==> src/rtl/crono_regresivo.sv <==
// BCD countdown timer 59..00 with start/pause button, programmable preset and
// a prescaler that sets how many clk cycles make up one count tick.
module crono_regresivo #(
  parameter int DIV      = 1,
  parameter int PRESET_U = 9,
  parameter int PRESET_D = 5
) (
  input  logic       clk,
  input  logic       rst,
  input  logic       ctrl,
  input  logic       load,
  input  logic [3:0] set_u,
  input  logic [3:0] set_d,
  output logic [3:0] u,
  output logic [3:0] d,
  output logic       running,
  output logic       done
);

  localparam int CW = (DIV > 1) ? $clog2(DIV) : 1;
  localparam logic [CW-1:0] TICK_AT = CW'(DIV - 1);

  typedef enum logic [1:0] {
    IDLE  = 2'd0,
    RUN   = 2'd1,
    PAUSE = 2'd2,
    DONE  = 2'd3
  } state_t;

  state_t        r_state;
  state_t        w_state_nxt;
  logic [CW-1:0] r_cnt;
  logic [CW-1:0] w_cnt_nxt;
  logic          r_ctrl_q;
  logic [3:0]    r_pre_u;
  logic [3:0]    r_pre_d;
  logic [3:0]    w_pre_u_nxt;
  logic [3:0]    w_pre_d_nxt;
  logic [3:0]    r_u;
  logic [3:0]    r_d;
  logic [3:0]    w_u_nxt;
  logic [3:0]    w_d_nxt;
  logic          r_running;
  logic          r_done;
  logic          w_running_nxt;
  logic          w_done_nxt;

  logic       w_ctrl_rise;
  logic       w_tick;
  logic [3:0] w_dec_u;
  logic [3:0] w_dec_d;
  logic       w_dec_zero;

  assign w_ctrl_rise = ctrl & ~r_ctrl_q;
  assign w_tick      = (r_cnt == TICK_AT);
  assign w_dec_u     = (r_u == 4'd0) ? 4'd9 : (r_u - 4'd1);
  assign w_dec_d     = (r_u == 4'd0) ? (r_d - 4'd1) : r_d;
  assign w_dec_zero  = (w_dec_u == 4'd0) && (w_dec_d == 4'd0);

  // State register: FSM state, digits, preset, prescaler and registered status
  always_ff @(posedge clk) begin
    if (rst) begin
      r_state   <= IDLE;
      r_cnt     <= '0;
      r_ctrl_q  <= 1'b0;
      r_pre_u   <= 4'(PRESET_U);
      r_pre_d   <= 4'(PRESET_D);
      r_u       <= 4'(PRESET_U);
      r_d       <= 4'(PRESET_D);
      r_running <= 1'b0;
      r_done    <= 1'b0;
    end else begin
      r_state   <= w_state_nxt;
      r_cnt     <= w_cnt_nxt;
      r_ctrl_q  <= ctrl;
      r_pre_u   <= w_pre_u_nxt;
      r_pre_d   <= w_pre_d_nxt;
      r_u       <= w_u_nxt;
      r_d       <= w_d_nxt;
      r_running <= w_running_nxt;
      r_done    <= w_done_nxt;
    end
  end

  // Next-state logic; priority is load, then expiry, then the ctrl edge
  always_comb begin
    w_state_nxt = r_state;
    w_cnt_nxt   = r_cnt;
    w_pre_u_nxt = r_pre_u;
    w_pre_d_nxt = r_pre_d;
    w_u_nxt     = r_u;
    w_d_nxt     = r_d;
    if (load) begin
      w_pre_u_nxt = (set_u > 4'd9) ? 4'd9 : set_u;
      w_pre_d_nxt = (set_d > 4'd5) ? 4'd5 : set_d;
      w_u_nxt     = w_pre_u_nxt;
      w_d_nxt     = w_pre_d_nxt;
      w_state_nxt = IDLE;
      w_cnt_nxt   = '0;
    end else begin
      case (r_state)
        IDLE: begin
          if (w_ctrl_rise) begin
            w_state_nxt = ({r_d, r_u} == 8'h00) ? DONE : RUN;
          end else begin
            w_state_nxt = IDLE;
          end
        end
        RUN: begin
          if (w_tick) begin
            w_cnt_nxt = '0;
            w_u_nxt   = w_dec_u;
            w_d_nxt   = w_dec_d;
            if (w_dec_zero) begin
              w_state_nxt = DONE;
            end else if (w_ctrl_rise) begin
              w_state_nxt = PAUSE;
            end else begin
              w_state_nxt = RUN;
            end
          end else if (w_ctrl_rise) begin
            // the pause cycle itself is not counted; resume continues from here
            w_state_nxt = PAUSE;
          end else begin
            w_cnt_nxt = r_cnt + CW'(1);
          end
        end
        PAUSE: begin
          if (w_ctrl_rise) begin
            w_state_nxt = RUN;
          end else begin
            w_state_nxt = PAUSE;
          end
        end
        DONE: begin
          if (w_ctrl_rise) begin
            w_state_nxt = IDLE;
            w_u_nxt     = r_pre_u;
            w_d_nxt     = r_pre_d;
            w_cnt_nxt   = '0;
          end else begin
            w_state_nxt = DONE;
          end
        end
        default: begin
          w_state_nxt = IDLE;
          w_cnt_nxt   = '0;
        end
      endcase
    end
  end

  // Status decodes of the upcoming state, registered alongside it
  always_comb begin
    w_running_nxt = 1'b0;
    w_done_nxt    = 1'b0;
    case (w_state_nxt)
      RUN:     w_running_nxt = 1'b1;
      DONE:    w_done_nxt    = 1'b1;
      default: begin
        w_running_nxt = 1'b0;
        w_done_nxt    = 1'b0;
      end
    endcase
  end

  assign u       = r_u;
  assign d       = r_d;
  assign running = r_running;
  assign done    = r_done;

endmodule

==> config.mk <==
export PLATFORM = sky130hd
export DESIGN_NAME = crono_regresivo
export DESIGN_NICKNAME = d
export VERILOG_FILES = /design/src/rtl/crono_regresivo.sv
export SDC_FILE = /design/constraint.sdc
export NUM_CORES = 1
export LEC_CHECK = 0
export ABC_AREA = 1
export BUFFER_PORTS_ARGS = -buffer_cell sky130_fd_sc_hd__buf_2
export CAP_MARGIN = 25
export CORE_MARGIN = 8
export CORE_UTILIZATION = 33
export DETAILED_ROUTE_END_ITERATION = 10
export GPL_TIMING_DRIVEN = 0
export PLACE_DENSITY = 0.5
export SETUP_SLACK_MARGIN = 0.5
export SLEW_MARGIN = 20
export SYNTH_ARGS = -nofsm -noshare
export SYNTH_HDL_FRONTEND = slang
export SYNTH_SLANG_ARGS = --single-unit
export TNS_END_PERCENT = 10
==> constraint.sdc <==
create_clock -name clk -period 1.99 [get_ports clk]
set_clock_uncertainty 0.1 [all_clocks]
set_input_delay 0.0995 -clock clk [delete_from_list [all_inputs] [get_ports clk]]
set_output_delay 0.0995 -clock clk [all_outputs]
set_load 0.05 [all_outputs]
# After elaboration in Yosys (flattened, before gate mapping)
# Index checks and enable logic that the tools add are counted.
# word_totals
reg_bits	22
inputBits	12
# op_classes
n_eq_ne	8
bitwise_logic	2
n_mux	28
addsub	3
reduce_logical	11
order_cmp	2
# ops
operator	n
$mux 4	10
$mux 2	9
$pmux 4 s2	2
$logic_not 4->1	3
$logic_not 8->1	1
$pmux 2 s4	1
$sub 4x1->4 const B	2
$eq 2x2->1 const B	3
$ne 3x3->1 const B	2
$mux 1	5
$eq 2x1->1 const B	2
$gt 4x3->1 const B	1
$gt 4x4->1 const B	1
$reduce_and 3->1	1
$reduce_bool 3->1	1
$logic_not 2->1	1
$ne 2x2->1 const B	1
$pmux 1 s2	1
$reduce_and 2->1	1
$reduce_bool 2->1	1
$reduce_or 2->1	1
$add 1x1->1 const B	1
$and 1x1->1	1
$logic_and 1x1->1	1
$not 1->1	1

# Longest topological paths before layout
# Gate-level depths: netlist of run 1.
# logic_depth
word_depth	10
ltp_mapped	12
depth_no_buf	12

# Worst setup path after synthesis of run 1
# OpenSTA, ideal clock, no wires.
# synth_timing
kind	flip-flop to flip-flop
startpoint	register r_d[0] (netlist: d[0])
endpoint	register r_done (netlist: done)
required_time_ns	1.828
path_stages_with_launch	11
slack_ns	0.123
setup_time_ns	0.062
arrival_time_ns	1.705
cell_sequence	dfxtp_1 -> inv_1 -> ha_1 -> nand3_1 -> nand2_1 -> nand2_1 -> nor2_2 -> nand3_1 -> nand2_1 -> nand3_2 -> nor2_2
# synth_between
elab_chain_cells	10
word_cells_on_any_way	13
# synth_rtl
element	line_no	text
start: declaration	40	logic [3:0] r_d;
start signal: assignment	69	r_d <= 4'(PRESET_D);
start signal: assignment	79	r_d <= w_d_nxt;
$sub 4x1->4	57	assign w_dec_d = (r_u == 4'd0) ? (r_d - 4'd1) : r_d;
$mux 4	57	
$logic_not 4->1	58	assign w_dec_zero = (w_dec_u == 4'd0) && (w_dec_d == 4'd0);
$logic_and 1x1->1	58	
$mux 2	114	if (w_dec_zero) begin
$mux 2	110	if (w_tick) begin
$pmux 2 s4 (*)	101	case (r_state)
$mux 2 (*)	93	if (load) begin
$eq 2x2->1 (*)	157	case (w_state_nxt)
$mux 1 (*)	157	
end signal: assignment	81	r_done <= w_done_nxt;
end: declaration	44	logic r_done;
# Mark *: on every way between the ends. The rest lies on a longest branch, timed or not.
# A chain may end at the register's enable or synchronous reset.

# Worst setup path in the final report of run 1
# layout_timing
startpoint	register r_state[1]
endpoint	register r_u[3] (netlist: u[3])
# layout_between
elab_chain_cells	3
word_cells_on_any_way	8
# layout_rtl
element	line_no	text
start: declaration	30	state_t r_state;
start signal: assignment	73	r_state <= w_state_nxt;
$eq 2x2->1 or $eq 2x1->1 (tied branches)	101	
$ne 3x3->1 (no line) (tied with other cells)	-	
$reduce_and 3->1 (no line) or $mux 4 (tied branches)	-	
end signal: assignment	68	r_u <= 4'(PRESET_U);
end signal: assignment	78	r_u <= w_u_nxt;
end: declaration	39	logic [3:0] r_u;
# Several ways; a longest one is shown, not always the timed one.

==> results of run 1 <==
[layout by cell type, fill, tap and decap left out, types with 4 or more instances in the layout]
cell type  count
a21oi_1        7
buf_2         20
buf_4          9
dfxtp_1       15
dfxtp_2        4
inv_1         25
nand2_1       35
nand2_2        4
nand3_1        9
nand4_1        4
nor2_1        15
nor2_4         4
o211ai_1       4
o21ai_0       17
[worst min-delay path, stage by stage]
cell	delay, ns
buf_2	0.10
nand3_1	0.09
a31oi_1	0.08
[cell families after synthesis]
family                     Yosys count  synth area share
AOI/OAI and AO/OA                   36             0.175
xor gates and xnor gates             1           0.00744
adders and majority gates            2            0.0213
buffers and inverters               34             0.109
DFF                                 22             0.374
and+or+nand+nor                     81             0.312
[synth_stat cells]
cell type and count:
nor2_2 5, a21oi_1 8, nand4_1 4, nand2_4 1, xor2_1 1, dfxtp_1 22
o211ai_1 4, inv_1 28, buf_2 1, nor3_1 3, o221ai_1 1, inv_2 1
nand3_1 11, nand2_1 38, a31oi_1 3, nand3_2 1, nand2_2 1, ha_1 2
nor2_4 1, nor2_1 16, a31o_2 1, clkbuf_1 4, a211oi_1 2, o21ai_0 17
[per-stage QoR]
step	hold slack (ns)	util	instance area, µm²	power, mW	instances
after global routing	0.00529	0.448	1520	0.981	254
after detailed placement	0.222	0.399	1350	0.700	242
after CTS	0.00595	0.432	1460	0.923	251
final	-0.00377	0.448	1520	0.936	254
after floorplan	0.124	-	1190	0.645	176
after global placement	0.215	0.399	1350	0.697	242
[per-layer routing]
layer  vias to the layer above  GRT usage  share of wire
met1                       540      0.169           0.52
met3                         4     0.0211          0.048
met2                        30      0.175           0.42
met5                         -          0              0
met4                         0     0.0256         0.0094
li1                        638          -              -
[repair_timing]
| item | 4_1_cts | 5_1_grt |
|---|---|---|
| endpoints found under the hold margin | 1 | 0 |
| gates resized for setup | 9 | 10 |
| setup endpoints to repair | 8 | 12 |
| pin swaps | 5 | 14 |
| buffers inserted | 5 | 3 |
| hold buffers | 1 | 0 |
[registers in the layout (all words and copies together), names as in the netlist]
name and count:
r_ctrl_q 1, u 4, r_pre_d 4, r_state 2
r_pre_u 4, d 4, done 1, running 1
r_cnt 1
[final timing paths]
path	startpoint	end	slack (ns)	depth (start not counted)
setup / recovery	r_state[1]$_SDFF_PP0_	u[3]$_SDFFE_PP1P_	0.48	5
hold / removal	set_u[1]	u[1]$_SDFFE_PP0P_	-0.004	3
setup reg to reg	r_state[1]$_SDFF_PP0_	u[3]$_SDFFE_PP1P_	0.48	5
hold reg to reg	r_cnt$_SDFFE_PP0P_	r_cnt$_SDFFE_PP0P_	0.37	2
[cell type report]
cell class / count / area (µm²) / share of cell area
plain buffers: 5 / 22.5 / 0.0148
clock buffers: 3 / 22.5 / 0.0148
inverters: 29 / 116 / 0.0767
multi-input cells: 120 / 672 / 0.443
flip-flops and latches: 22 / 457 / 0.301
well taps: 46 / 57.6 / 0.0379
repair buffers: 29 / 170 / 0.112
[power breakdown]
group	switching (mW)	internal, mW
Combinational	0.156	0.0853
Sequential	0.0244	0.464
Clock	0.136	0.0706
==> summary.md, run 1 <==
| Metric | Value |
|---|---|
| Status | complete, but fails checks |
| Failing checks | hold timing |
| First-pass GRT wire length | about 5200 µm |
| DP HPWL | 2390 µm |
| Hold WS | -0.00377 ns |
| Ant. Diodes | 0 |
| Final WL | 3090 µm |
| Hold Violations, Final | 1 |
| Antenna violation net count after detailed routing | 0 |
| Cells after Synth | 176 |
| Normalized max-slew margin | 0.667 |
| Slowest CP cell | buf_1 |
| PnR worst setup slack | between 0.4 and 0.5 ns |
| Setup crit end kind | register |
| Max-Cap Viols | 0 |
| Routed vias | between 1000 and 1500 |
| # IOs | 22 |
| Post-Syn Area | 0.00118 mm² |
| Initial antenna violation count | 0 |
| DRT iter0 DRCs | 62 |
| Vias in the first global route | between 1000 and 1500 |
| Final Wtd Congestion | approximately 0.8 |
| Seq/Total Area, Yosys | 0.374 |
| Worst-margin pin slew | 0.499 ns |
| H-tree depth | 1 |
| Crit-path max FO | 10 |
| CTS Buffer Depth | 2 |
| Share of the synthesized area in the top cell type | 0.374 |
| Syn nets | 190 |
| CP Launch Type | register |
| Worst-path clk slew | approximately 0.13 ns |
| Worst Path Buf+Inv | 1 |
| Kind of critical path | reg -> reg |
| Pwr dens | 617 mW/mm² |
| Mean post-synth cell area | 6.69 µm² |
| Remaining global-route overflow | 0 |
| Largest delay share family, worst path | buffers and inverters |
| Cells taking the most area after synthesis | dfxtp_1 37%, nand2_1 12%, inv_1 8.9%, o21ai_0 7.2%, nor2_1 5.1% |
| Yosys reg bits | 22 |
| Setup TNS | 0 ns |
| Largest net degree at the start of global routing | 12 |
| Post-layout min period | ~1.5 ns |
| DRC | 0 |
| Port bufs | 20 |
| Die W | 75.7 µm |
| TritonCTS buffer count | 3 |
| Rows | 21 |
| Synth area leader | dfxtp_1 |
| Final slew viol count | 0 |
| Max incr delay on CP | 0.39 ns |
| Setup violations, final | 0 |
| Critical path data required time | ~2.1 ns |
| DR WL/cell | approximately 12 µm |
| VDD IR-drop max | 0.000340 V |
| Fill count | 376 |
| Die area | ~0.0057 mm² |
| Netlist cell types | 24 |
| Synth Warn # | 0 |
| RSZ-0062 raised after global routing | true |
| Crit path DAT | around 1.6 ns |
| Crit share post-route | 0.759 |
| Final-stage net count | around 220 |
| Clock Latency Late Sink | 0.30 ns |
| Root Driver | clkbuf_4 |
| Place WS | 0.462 ns |
| Worst path cell trace | nand2_1 > buf_1 > a31oi_1 > o211ai_1 > nand3_1 |
| Share of cells above drive strength 1 | 0.298 |
| Starting Density | 0.347 |
| Die height | ~76 µm |
| Area delta synth->final | 28.9% |
| DRT Pass-1 Iters | 4 |
| Number of vias per cell | ~4.8 |
| CTS tree | yes |
| Max Fclk | around 660 MHz |
| Core ar. | 0.00339 mm² |
| Pleak | 0.699 nW |
| GRT Total Usage | 0.118 |
| HP Class | in -> reg |
| Num Clock Sinks | 22 |
(Power assumes the default switching activity.)
==> inputs of run 2 (changes only) <==
ABC_AREA = 0   (was 1)
clock period = 1.6 ns   (was 1.99 ns; I/O delays follow)
==> summary.md, run 2 <==
| Metric | Value |
|---|---|
| Status | complete, but fails checks |
| Failing checks | hold timing, setup timing |
| EDFF count, synth | 0 (unchanged) |
| Number of vias per cell | 5.28 (+11%) |
| Most used DFF post-synth | dfxtp_1 |
| Hold WS | -0.0288 ns (-0.0250 ns) |
| TritonCTS buffer count | 3 (unchanged) |
| Final slew viol count | 0 (unchanged) |
| Num Clock Sinks | 22 (unchanged) |
| Total chip power | 1.17 mW (+25%) |
| Ant. Diodes | 0 (unchanged) |
| Initial antenna violation count | 0 (unchanged) |
| Crit path DAT | 2.12 ns (+0.52 ns) |
| GRT Total Usage | 0.115 (-0.00263) |
| Die height | 76.2 µm (+0.59%) |
| Largest net degree at the start of global routing | 13 (+1) |
| Placed cell area | 0.00138 mm² (+1.8%) |
| HP Class | in -> reg |
| Post-route insts no fill | 235 (-7.5%) |
| Asr flop ratio synth | 0 (unchanged) |
| Cell area after layout | 0.00166 mm² (+9.4%) |
| VDD IR-drop max | 0.000273 V (-20%) |
| Max-Cap Viols | 0 (unchanged) |
| DRC | 0 (unchanged) |
| Post-Syn Area | 0.00119 mm² (+1.5%) |
| Internal | 782 µW (+26%) |
| PnR worst setup slack | -0.390 ns (-0.870 ns) |
| Syn nets | 162 (-15%) |
| H-tree depth | 1 (unchanged) |
| Yosys reg bits | 22 (unchanged) |
| Cells taking the most area after synthesis | dfxtp_1 37%, nand2_1 5.0%, nor2_1 4.7%, a21oi_1 4.6%, o21ai_0 4.2% |
| Comb pwr share | 0.250 (-0.008) |
| CTS tree | yes |
| Hold Violations, Final | 2 (+1) |
| Share of the synthesized area in the top cell type | 0.369 (-0.00548) |
| Slowest CP cell | dfxtp_4 |
| Kind of critical path | reg -> reg |
| Net Sw Frac | 0.330 (-0.00819) |
| DRT Pass-1 Iters | 4 (unchanged) |
| Max Fclk | 503 MHz (-24%) |
| DRT iter0 DRCs | 45 (-27%) |
| Synth Warn # | 0 (unchanged) |
| Synth area leader | dfxtp_1 |
| Root Driver | clkbuf_4 |
| DR WL/cell | 14.6 µm (+20%) |
| Crit share post-route | 1.24 (+0.485) |
| Die area | 0.00580 mm² (+1.2%) |
| Starting Density | 0.334 (-0.0134) |
| Final-stage net count | 202 (-9.8%) |
| CP Launch Type | register |
| Routed vias | 1240 (+2.3%) |
| Pwr dens | 703 mW/mm² (+14%) |
| Netlist cell types | 39 (+63%) |
| Setup crit end kind | register |
| Antenna violation net count after detailed routing | 0 (unchanged) |
| RSZ-0062 raised after global routing | true |
| Pleak | 0.638 nW (-8.7%) |
| Worst Path Buf+Inv | 1 (unchanged) |
| Count leader, synth | dfxtp_1 |
| Share of cells above drive strength 1 | 0.305 (+0.00674) |
| Sequential power share | 0.512 (-0.010) |
| Mean post-synth cell area | 8.07 µm² (+21%) |
| Die W | 76.2 µm (+0.59%) |
| Worst-margin pin slew | 0.616 ns (+0.116 ns) |
| Port bufs | 20 (unchanged) |
| Placed insts | 216 (-11%) |
| # IOs | 22 (unchanged) |
| DP HPWL | 2320 µm (-3.1%) |
| Critical path data required time | 1.73 ns (-0.35 ns) |
| Rows | 22 (+4.8%) |
| Remaining global-route overflow | 0 (unchanged) |
| Most frequent cells after synthesis | 22 x dfxtp_1, 16 x nand2_1, 15 x nor2_1 |
| Normalized max-slew margin | 0.590 (-0.0775) |
| CTS Buffer Depth | 2 (unchanged) |
| NetSw | 385 µW (+22%) |
| Post-layout min period | 1.99 ns (+0.480 ns) |
| Largest delay share family, worst path | compound AO/OA/AOI/OAI gates |
| Worst-path clk slew | 0.13 ns (about the same) |
| Worst path cell trace | inv_4 > ha_4 > nor3b_2 > mux2i_1 > a221oi_4 > nand2_2 > a2111oi_4 |
| Seq/Total Area, Yosys | 0.369 (-0.00548) |
| Final WL | 3420 µm (+11%) |
| Final Util | 0.464 (+0.0162) |
| Vias in the first global route | 1236 (+12%) |
| Area delta synth->final | 39.0% |
| Clock share of power | 0.238 (+0.017) |
| Cells after Synth | 148 (-16%) |
| First-pass GRT wire length | 5720 µm (+9.8%) |
| Most common cell after layout, fill and taps aside | dfxtp_1 |
| Most frequent cells in the layout | 16 x dfxtp_1, 15 x nor2_1, 15 x buf_2, 14 x nand2_1, 12 x buf_4 |
| Max incr delay on CP | 0.40 ns (about the same) |
| Setup violations, final | 6 (+6) |
| Crit-path max FO | 4 (-6) |
| Final Wtd Congestion | 0.771 (-3.0%) |
| Core ar. | 0.00358 mm² (+5.6%) |
| Clock Latency Late Sink | 0.32 ns (+0.02 ns) |
==> run 2: changes by cell type in the layout (fill, tap and decap cells not counted), sizes merged, moves of 4 or more <==
| cell | before | now |
|---|---|---|
| o211ai | 4 | 0 |
| a31oi | 3 | 7 |
| nand3 | 12 | 1 |
| o21ai | 17 | 10 |
| dlygate4sd3 | 1 | 6 |
| inv | 29 | 6 |
| nand2 | 40 | 16 |
| nor2 | 22 | 15 |
==> run 2: cell families (layout without fill, tap and decap cells) <==
family                     after synthesis  in the layout  synth area share
adders and majority gates                2              2            0.0209
xor gates and xnor gates                 4              4            0.0293
DFF                                     22             22             0.369
buffers and inverters                   15             54            0.0534
AOI/OAI and AO/OA                       49             49             0.274
and+or+nand+nor                         55             55             0.245
muxes                                    1              1           0.00838
==> run 2: worst paths after layout <==
kind,endpoint,slack [ns],cells after the start,from
setup / recovery,done$_SDFF_PP0_,-0.39,7,d[1]$_SDFFE_PP0P_
hold reg to reg,r_pre_d[1]$_SDFFE_PP0P_,0.37,2,r_pre_d[1]$_SDFFE_PP0P_
hold / removal,r_pre_d[2]$_SDFFE_PP1P_,-0.03,3,set_d[2]
setup reg to reg,done$_SDFF_PP0_,-0.39,7,d[1]$_SDFFE_PP0P_
==> run 2: layer usage <==
metal / share of wire / wire (µm) / track usage
met5: 0 / 0 / 0
met4: 0.019 / 64 / 0.0442
met3: 0.044 / 152 / 0.0259
met2: 0.47 / 1600 / 0.189
met1: 0.47 / 1600 / 0.142
==> run 2: power groups by stage <==
stage	logic [mW]	registers, mW	clock network (mW)
2_1_floorplan	0.125	0.652	0
3_3_place_gp	0.232	0.607	0
3_5_place_dp	0.234	0.608	0
4_1_cts	0.264	0.597	0.282
5_1_grt	0.317	0.602	0.303
6_report	0.292	0.598	0.278
==> run 2: worst register-to-register path, delay by kind of cell (launching register included) <==
kind / cells / cell delay, ns
compound gates: 2 / 0.68
flops: 1 / 0.40
simple gates: 2 / 0.28
fa+ha+maj: 1 / 0.27
mux: 1 / 0.14
buf+inv: 1 / 0.05
==> run 2: cell type report <==
class | count | area, µm²
tap | 48 | 60.1
inverter | 7 | 35.0
buffer | 8 | 50.0
clock buffer | 3 | 22.5
sequential | 22 | 463
clock inverter | 1 | 3.75
fill | 370 | 1920
multi-input combinational | 111 | 772
timing repair buffer | 35 | 254
==> run 2: through the flow <==
stage               TNS (ns)  setup slack [ns]
finish                 -1.32            -0.390
global route           -1.97            -0.454
CTS                    -1.37            -0.385
detailed placement     -5.40            -0.664
global placement       -5.58            -0.701
floorplan              -1.05            -0.315
==> run 2: timing repair <==
item,in CTS,in global routing
setup endpoints to repair,23,28
hold buffers,6,0
resized for setup,20,21
pin swaps,3,11
buffers inserted,4,5
endpoints found under the hold margin,11,0
==> inputs of run 3 (changes only) <==
MAX_ROUTING_LAYER = met4   (was unset)
REMOVE_ABC_BUFFERS = 1   (was unset)
==> summary.md, run 3 (synthesis gave the netlist of run 2 again) <==
| Metric | Value |
|---|---|
| Pwr dens | 733 mW/mm² (+4.3%) |
| CP Launch Point | d[0]$_SDFFE_PP1P_ |
| Final Util | 0.463 (-0.00140) |
| Crit path DAT | 1.99 ns (-0.13 ns) |
| Final-stage net count | 197 (-2.5%) |
| Ant. Diodes | 0 (unchanged) |
| R2r endpoint | done$_SDFF_PP0_ |
| Antenna violation net count after detailed routing | 0 (unchanged) |
| HP Class | in -> reg |
| Vias in the first global route | 1181 (-4.4%) |
| Max-Cap Viols | 0 (unchanged) |
| # IOs | 22 (unchanged) |
| Rows | 22 (unchanged) |
| Num Clock Sinks | 22 (unchanged) |
| CTS Buffer Depth | 2 (unchanged) |
| Pleak | 0.641 nW (+0.37%) |
| Worst-case reg-to-reg path depth | 7 (unchanged) |
| RSZ-0062 raised after global routing | true |
| R2r setup slk | -0.26 ns (+0.12 ns) |
| Initial antenna violation count | 0 (unchanged) |
| Hold WS | -0.0283 ns (+0.000465 ns) |
| Routed vias | 1190 (-4.0%) |
| Largest delay share family, worst path | compound AO/OA/AOI/OAI gates |
| Final slew viol count | 0 (unchanged) |
| Core ar. | 0.00358 mm² (unchanged) |
| Die W | 76.2 µm (unchanged) |
| Worst path cell trace | inv_4 > ha_4 > nor3b_4 > mux2i_1 > a221oi_2 > nand2_1 > a2111oi_2 |
| First-pass GRT wire length | 5640 µm (-1.5%) |
| Slowest CP cell | dfxtp_2 |
| Number of vias per cell | 5.17 (-1.9%) |
| Setup TNS | -0.779 ns (+0.541 ns) |
| R2r startpoint | d[0]$_SDFFE_PP1P_ |
| Area delta synth->final | 38.5% |
| Largest net degree at the start of global routing | 21 (+8) |
| Crit share post-route | 1.17 (-0.0781) |
| Starting Density | 0.334 (unchanged) |
| Setup violations, final | 5 (-1) |
| DR WL/cell | 14.2 µm (-2.2%) |
| DRT iter0 DRCs | 82 (+82%) |
| Final WL | 3270 µm (-4.3%) |
| Critical path data required time | 1.72 ns (about the same) |
| Die height | 76.2 µm (unchanged) |
| Remaining global-route overflow | 0 (unchanged) |
| Max Fclk | 536 MHz (+6.7%) |
| Post-layout min period | 1.86 ns (-0.125 ns) |
| Status | complete, but fails checks |
| CP Launch Type | register |
| Normalized max-slew margin | 0.733 (+0.143) |
| Most frequent cells in the layout | 15 x nand2_1, 14 x nor2_1, 12 x dfxtp_1, 12 x buf_4 |
| Kind of critical path | reg -> reg |
| Max incr delay on CP | 0.38 ns (-0.02 ns) |
| Cts hold-fix bufs | 5 (-1) |
| Failing checks | hold timing, setup timing |
| Worst-path clk slew | 0.12 ns (about the same) |
| Port bufs | 21 (+5.0%) |
| Hold Violations, Final | 2 (unchanged) |
| GRT Total Usage | 0.119 (+0.00433) |
| DRT Pass-1 Iters | 4 (unchanged) |
| Setup crit end kind | register |
| DP HPWL | 2150 µm (-7.2%) |
| Worst-margin pin slew | 0.400 ns (-0.216 ns) |
| Root Driver | clkbuf_4 |
| Final Wtd Congestion | 0.778 (+0.86%) |
| VDD IR-drop max | 0.000302 V (+11%) |
| Clock Latency Late Sink | 0.31 ns (about the same) |
| Hold path endpoint | r_pre_d[2]$_SDFFE_PP1P_ |
| Share of cells above drive strength 1 | 0.346 (+0.0413) |
| PnR worst setup slack | -0.265 ns (+0.125 ns) |
| H-tree depth | 1 (unchanged) |
| Crit-path max FO | 4 (unchanged) |
| Place WS | -0.597 ns (+0.0665 ns) |
| Worst Hold Launch | set_d[3] |
| Most common cell after layout, fill and taps aside | nand2_1 |
| Fill count | 366 (-1.1%) |
| Die area | 0.00580 mm² (unchanged) |
| CTS tree | yes |
| TritonCTS buffer count | 3 (unchanged) |
| DRC | 0 (unchanged) |
| Hold depth | 3 (unchanged) |
| Worst Path Buf+Inv | 1 (unchanged) |
run 3: changes by cell type in the layout (fill, tap and decap cells not counted), moves of 3 or more:
cell / delta
buf_2: -4
buf_8: +4
clkbuf_1: -4
dfxtp_1: -4
dfxtp_2: +7
dfxtp_4: -3
run 3: layout make-up:
class                      instances  area (µm²)  area share
inverter                           7        28.8      0.0174
multi-input combinational        111         758       0.458
tap                               48        60.1      0.0363
sequential                        22         460       0.278
timing repair buffer              38         312       0.188
clock buffer                       4        36.3      0.0219
run 3: worst register-to-register path, stage by stage, from the launching register on:
cell and delay [ns]:
dfxtp_2 0.38, inv_4 0.05, ha_4 0.27, nor3b_4 0.17
mux2i_1 0.11, a221oi_2 0.29, nand2_1 0.12, a2111oi_2 0.29
run 3: through the flow:
step | instance area (µm²) | total power, mW | hold WS (ns) | std cells
2_1_floorplan | 1160 | 0.760 | 0.0491 | 140
4_1_cts | 1620 | 1.22 | -0.0345 | 229
5_1_grt | 1660 | 1.29 | -0.00129 | 230
3_5_place_dp | 1320 | 0.832 | 0.252 | 209
6_report | 1660 | 1.21 | -0.0283 | 230
3_3_place_gp | 1320 | 0.829 | 0.225 | 209
run 3: worst max-delay path by stage:
stage	end	slack, ns	depth (start not counted)
floorplan	done$_SDFF_PP0_	-0.75	7
global placement	done$_SDFF_PP0_	-0.61	5
detailed placement	done$_SDFF_PP0_	-0.60	5
CTS	done$_SDFF_PP0_	-0.23	7
global route	done$_SDFF_PP0_	-0.40	7
finish	done$_SDFF_PP0_	-0.26	7
run 3: what timing repair did:
action                                  4_1_cts  5_1_grt
hold endpoints to repair                     10        1
setup buffers                                11        1
pin swaps                                     9        6
resized for setup                            43       10
endpoints found under the setup margin       21       25
run 3: power breakdown:
part / total, mW / internal, mW / switching [mW]
clock: 0.316 / 0.139 / 0.177
combinational: 0.292 / 0.129 / 0.163
sequential: 0.606 / 0.574 / 0.0321
run 3: layer usage:
layer,share of wire,track usage
met4,0.011,0.0404
met1,0.46,0.143
met5,0,-
met2,0.49,0.197
met3,0.038,0.0200
